<file path="src/rtl/muldiv_sequencer_pkg.sv">
// Shared CPU defines for the mul/div sequencer.
// State encoding and default watchdog limit.
package muldiv_sequencer_pkg;

  localparam logic [1:0] ST_IDLE  = 2'd0;
  localparam logic [1:0] ST_M_RUN = 2'd1;
  localparam logic [1:0] ST_D_RUN = 2'd2;

  localparam int DEF_TIMEOUT = 64;

endpackage

</file>
<file path="src/rtl/muldiv_watchdog.sv">
// Run-cycle counter for the mul/div sequencer.
// Flags the last allowed run cycle.
module muldiv_watchdog #(
  parameter int TIMEOUT = 64
) (
  input  logic clk,
  input  logic reset,
  input  logic clear,
  input  logic enable,
  output logic expired
);

  localparam int CW = (TIMEOUT > 2) ? $clog2(TIMEOUT) : 1;

  logic [CW-1:0] r_cnt;
  logic          w_at_lim;

  assign w_at_lim = (r_cnt == CW'(TIMEOUT - 1));
  assign expired  = w_at_lim;

  // saturate so a late enable never wraps back to zero
  always_ff @(posedge clk or negedge reset) begin
    if (!reset) begin
      r_cnt <= '0;
    end else if (clear) begin
      r_cnt <= '0;
    end else if (enable && !w_at_lim) begin
      r_cnt <= r_cnt + 1'b1;
    end
  end

endmodule

</file>
<file path="src/rtl/muldiv_sequencer.sv">
// Launches the iterative mul/div units and owns HI/LO.
// Flags divide-by-zero and unit timeouts.
module muldiv_sequencer
  import muldiv_sequencer_pkg::*;
#(
  parameter int WIDTH   = 32,
  parameter int TIMEOUT = DEF_TIMEOUT
) (
  input  logic             clk,
  input  logic             reset,
  input  logic             mult_req,
  input  logic             div_req,
  input  logic [WIDTH-1:0] op_a,
  input  logic [WIDTH-1:0] op_b,
  input  logic             hi_rd_req,
  input  logic             lo_rd_req,
  output logic             mult_start,
  output logic             div_start,
  output logic [WIDTH-1:0] unit_a,
  output logic [WIDTH-1:0] unit_b,
  input  logic             mult_done,
  input  logic [WIDTH-1:0] mult_hi,
  input  logic [WIDTH-1:0] mult_lo,
  input  logic             div_done,
  input  logic [WIDTH-1:0] div_quot,
  input  logic [WIDTH-1:0] div_rem,
  output logic [WIDTH-1:0] hi_out,
  output logic [WIDTH-1:0] lo_out,
  output logic             busy,
  output logic             stall,
  output logic             done,
  output logic             div_zero,
  output logic             timeout
);

  logic [1:0]       r_state;
  logic [1:0]       w_state_nxt;
  logic [WIDTH-1:0] r_hi;
  logic [WIDTH-1:0] r_lo;
  logic [WIDTH-1:0] r_a;
  logic [WIDTH-1:0] r_b;
  logic             r_mstart;
  logic             r_dstart;
  logic             r_done;
  logic             r_dz;
  logic             r_to;

  logic w_idle;
  logic w_mrun;
  logic w_drun;
  logic w_run;
  logic w_bzero;
  logic w_acc_m;
  logic w_acc_d;
  logic w_dz;
  logic w_cmt_m;
  logic w_cmt_d;
  logic w_cmt;
  logic w_exp;
  logic w_to;

  assign w_idle  = (r_state == ST_IDLE);
  assign w_mrun  = (r_state == ST_M_RUN);
  assign w_drun  = (r_state == ST_D_RUN);
  assign w_run   = w_mrun | w_drun;
  assign w_bzero = (op_b == '0);

  // multiply wins when both requests arrive together
  assign w_acc_m = w_idle & mult_req;
  assign w_acc_d = w_idle & div_req & ~mult_req & ~w_bzero;
  assign w_dz    = w_idle & div_req & ~mult_req & w_bzero;

  assign w_cmt_m = w_mrun & mult_done;
  assign w_cmt_d = w_drun & div_done;
  assign w_cmt   = w_cmt_m | w_cmt_d;
  assign w_to    = w_run & w_exp & ~w_cmt;

  muldiv_watchdog #(
    .TIMEOUT (TIMEOUT)
  ) u_wdog (
    .clk     (clk),
    .reset   (reset),
    .clear   (w_acc_m | w_acc_d),
    .enable  (w_run),
    .expired (w_exp)
  );

  always_comb begin
    w_state_nxt = r_state;
    unique case (1'b1)
      w_acc_m:      w_state_nxt = ST_M_RUN;
      w_acc_d:      w_state_nxt = ST_D_RUN;
      w_cmt | w_to: w_state_nxt = ST_IDLE;
      default:      w_state_nxt = r_state;
    endcase
  end

  always_ff @(posedge clk or negedge reset) begin
    if (!reset) begin
      r_state  <= ST_IDLE;
      r_hi     <= '0;
      r_lo     <= '0;
      r_a      <= '0;
      r_b      <= '0;
      r_mstart <= 1'b0;
      r_dstart <= 1'b0;
      r_done   <= 1'b0;
      r_dz     <= 1'b0;
      r_to     <= 1'b0;
    end else begin
      r_state  <= w_state_nxt;
      r_mstart <= w_acc_m;
      r_dstart <= w_acc_d;
      r_done   <= w_cmt;
      r_dz     <= w_dz;
      r_to     <= w_to;
      if (w_acc_m || w_acc_d) begin
        r_a <= op_a;
        r_b <= op_b;
      end
      if (w_cmt_m) begin
        r_hi <= mult_hi;
        r_lo <= mult_lo;
      end else if (w_cmt_d) begin
        r_hi <= div_rem;
        r_lo <= div_quot;
      end
    end
  end

  assign mult_start = r_mstart;
  assign div_start  = r_dstart;
  assign unit_a     = r_a;
  assign unit_b     = r_b;
  assign hi_out     = r_hi;
  assign lo_out     = r_lo;
  assign busy       = w_run;
  assign done       = r_done;
  assign div_zero   = r_dz;
  assign timeout    = r_to;
  assign stall      = w_run &
                      (mult_req | div_req |
                       hi_rd_req | lo_rd_req);

endmodule

</file>
<file path="config.mk">
export PLATFORM = sky130hd
export DESIGN_NAME = muldiv_sequencer
export DESIGN_NICKNAME = d
export VERILOG_FILES = /design/src/rtl/muldiv_sequencer_pkg.sv /design/src/rtl/muldiv_watchdog.sv /design/src/rtl/muldiv_sequencer.sv
export SDC_FILE = /design/constraint.sdc
export NUM_CORES = 1
export LEC_CHECK = 0
export CORE_UTILIZATION = 46
export CTS_CLUSTER_DIAMETER = 120
export CTS_CLUSTER_SIZE = 16
export DETAILED_ROUTE_END_ITERATION = 7
export PLACE_DENSITY_LB_ADDON = 0.1
export SLEW_MARGIN = 25
export SYNTH_ARGS = -nofsm -noshare
export SYNTH_HDL_FRONTEND = slang
export SYNTH_SLANG_ARGS = --single-unit
export TNS_END_PERCENT = 10
</file>
<file path="constraint.sdc">
create_clock -name clk -period 3.2 [get_ports clk]
set_input_delay 0.64 -clock clk [delete_from_list [all_inputs] [get_ports clk]]
set_output_delay 0.64 -clock clk [all_outputs]
set_load 0.005 [all_outputs]
</file>
==> results.toml <==
[cts]
clk_path_buf_depth = 2
numCtsBuffers = 17
clock_insertion_delay_worst_skew_ps = 420
cts_resized = 0
cts_tree = "done"
cts_sinks = 141
clk_pin_slew_worst_paths_ps = 60
root_buffer = "clkbuf_16"
htreeDepth = 4
post-cts-setup-buffers = 0
holdBufCountCts = 0

[finish]
fin_area_sq_um = 11600
final_cells = 1282
area_delta_synth_final_pct = 52.8
drive_above_1_share = 0.0920
fin_nets = 1256

[critical_path]
crit_type = "reg -> out"
worst-path-stages = 4
crit_path_end_kind = "primary output"
cp-start-kind = "flip-flop"
crit_family = "buffers and inverters"
crit_fanout = 7
r2r_cells = 6
critPathArrivalTime_ps = 2020
worst_ep_required_time_ps = 2560
crit_buf_inv = 2
max_stage_delay_ps = 500
slowest_stage = "clkdlybuf4s50_1"
crit_path_cell_trace = "inv_1 > ha_1 > o41a_1 > clkdlybuf4s50_1"

[sta]
max_freq_ghz = 0.375
hold_viol = 0
tightest_slew_ps = 662
setup_viol_count_final = 0
layout_min_cycle_time_ps = 2660
period_share = 0.833
fin_skew_ps = 8.94
fin_tns_setup_ps = 0
rsz0062_at_grt = "false"
slew-limit-headroom = 0.558
drv_slew = 0

[yosys]
synth.most_common_cell = "dfrtp_1"
netlist.area_leader.share = 0.465
syn_inst = 752
netlist_top_cells_area = "dfrtp_1, mux2i_1, nand2_1"
postSynthAreaPerCell_sq_um = 10.1
yosys_most_used_dff = "dfrtp_1"
ys_seq_area_frac = 0.465
synth_top_area_cell = "dfrtp_1"
ys_top_cells_by_count = "dfrtp_1, nand2_1, mux2i_1, o21ai_0, nand4_1"
synth_edf_count = 0
synth_area_sq_um = 7590
async_flop_share = 1.00
synth_cell_types = 40
synth-seq-cells = 141
syn-num-nets = 956
ys_warn_count = 0

[power_and_ir_drop]
p_per_area_nw_per_um2 = 841
leakage_uw = 0.00526
ir_worst_vdd_mv = 0.523

[die]
dieWidth_um = 130
io_pins = 335
die_y_um = 130
fp.coreArea_sq_um = 16000
dieArea_sq_um = 17000
std_cell_rows = 46
start_util = 0.475

[route]
drt.antenna.violating_nets = 0
routed_wl_mm = 24.6
dr.first_iter.drc_count = 439
drt_pass1_iterations = 5
vias = 7246
routed_via_density = 5.65
drc = 0
wl_per_cell_um = 19.2

[placement]
gp_congestion = 0.798
detailed_place_hpwl_mm = 17.0
placed_cells = 1249
post_dp_cell_area_sq_um = 11000
port_buffers = 334

[hold_path]
worstHoldPathType = "in -> async"

[status]
status = "finished, final reports clean"

[grt]
grt_pass1_vias = 6889
grt_max_degree = 79
grt_overflow = 0
grt_pass1_wl_mm = 37.1
grtUsageTotal = 0.284
antenna_found_initial = 1

[run]
max_cap_viol_count = 0
==> flip-flops by register name, indices dropped and copies added, names as in the netlist <==
name / cells
hi_out: 32
unit_a: 32
r_state: 2
u_wdog.r_cnt: 6
lo_out: 32
timeout: 1
done: 1
div_start: 1
div_zero: 1
mult_start: 1
unit_b: 32
==> path summary, 6_finish.rpt <==
check	to	slack (ps)	from
min in group clk	hi_out[4]	480	hi_out[4]
min reg2reg	hi_out[4]	480	hi_out[4]
max in group asynchronous	hi_out[25]	2250	reset
max	stall	540	r_state[0]
max reg2reg	u_wdog.r_cnt[4]	1270	r_state[0]
min	unit_b[17]	190	reset
==> per-layer routing <==
layer  global-route usage  share of wire
met5                    0              0
met4                0.108          0.022
met1                0.343           0.39
met3               0.0847          0.089
met2                0.479           0.50
==> cell usage in the layout, fill, tap and decap left out, types with 2 or more instances in the layout <==
cell,synthesis,routed
clkdlybuf4s50_1,0,333
dfrtp_1,141,141
nand2_1,103,101
mux2i_1,65,65
o21ai_0,65,65
nand4_1,35,35
nand3_1,33,33
and3_1,32,32
a21oi_1,32,32
and2_1,32,32
a32oi_1,32,32
a22oi_1,32,32
o211ai_2,29,29
clkbuf_16,0,17
buf_4,0,13
nor4_2,9,9
nor3_1,7,7
buf_12,1,6
inv_1,5,5
o211ai_1,4,4
ha_1,4,4
clkinv_2,0,4
clkinvlp_4,0,3
bufinv_16,0,3
and4_4,2,2
nor2_1,2,2
xor2_1,2,2
clkbuf_8,0,2
clkbuf_1,25,2
==> final cells by class <==
class                           count  area (sq um)
Sequential cell                   141          3530
Fill cell                        1257          4400
Clock buffer                       21           460
Clock inverter                     11           141
Tap cell                          216           270
Inverter                            6          22.5
Multi-Input combinational cell    533          3610
Timing Repair Buffer              353          3560
Antenna cell                        1          2.50
==> power by group <==
part	internal, uW	switching, uW
logic	2570	2070
registers	2630	473
clock network	1260	760
total	6450	3300
==> per-stage QoR <==
stage                     hold WS [ps]  power, uW  utilization  setup slack [ps]
after floorplan                    344       5160            -              1460
final                              189       9750        0.725               536
after global routing               238      10400        0.725               437
after detailed placement           469       7750        0.687               591
after CTS                          224       9810        0.725               491
after global placement             461       7640        0.687               618
==> kinds of logic (layout without fill, tap and decap cells) <==
family / count (synthesis) / in the layout / synth area share
and+or+nand+nor: 261 / 261 / 0.184
AOI/OAI and AO/OA: 201 / 201 / 0.196
DFF: 141 / 141 / 0.465
buffers and inverters: 78 / 391 / 0.0611
muxes: 65 / 65 / 0.0857
adders and majority gates: 4 / 4 / 0.00659
xor gates and xnor gates: 2 / 2 / 0.00231
other: 0 / 1 / 0
Note: power is estimated with default switching activity, not from simulation.
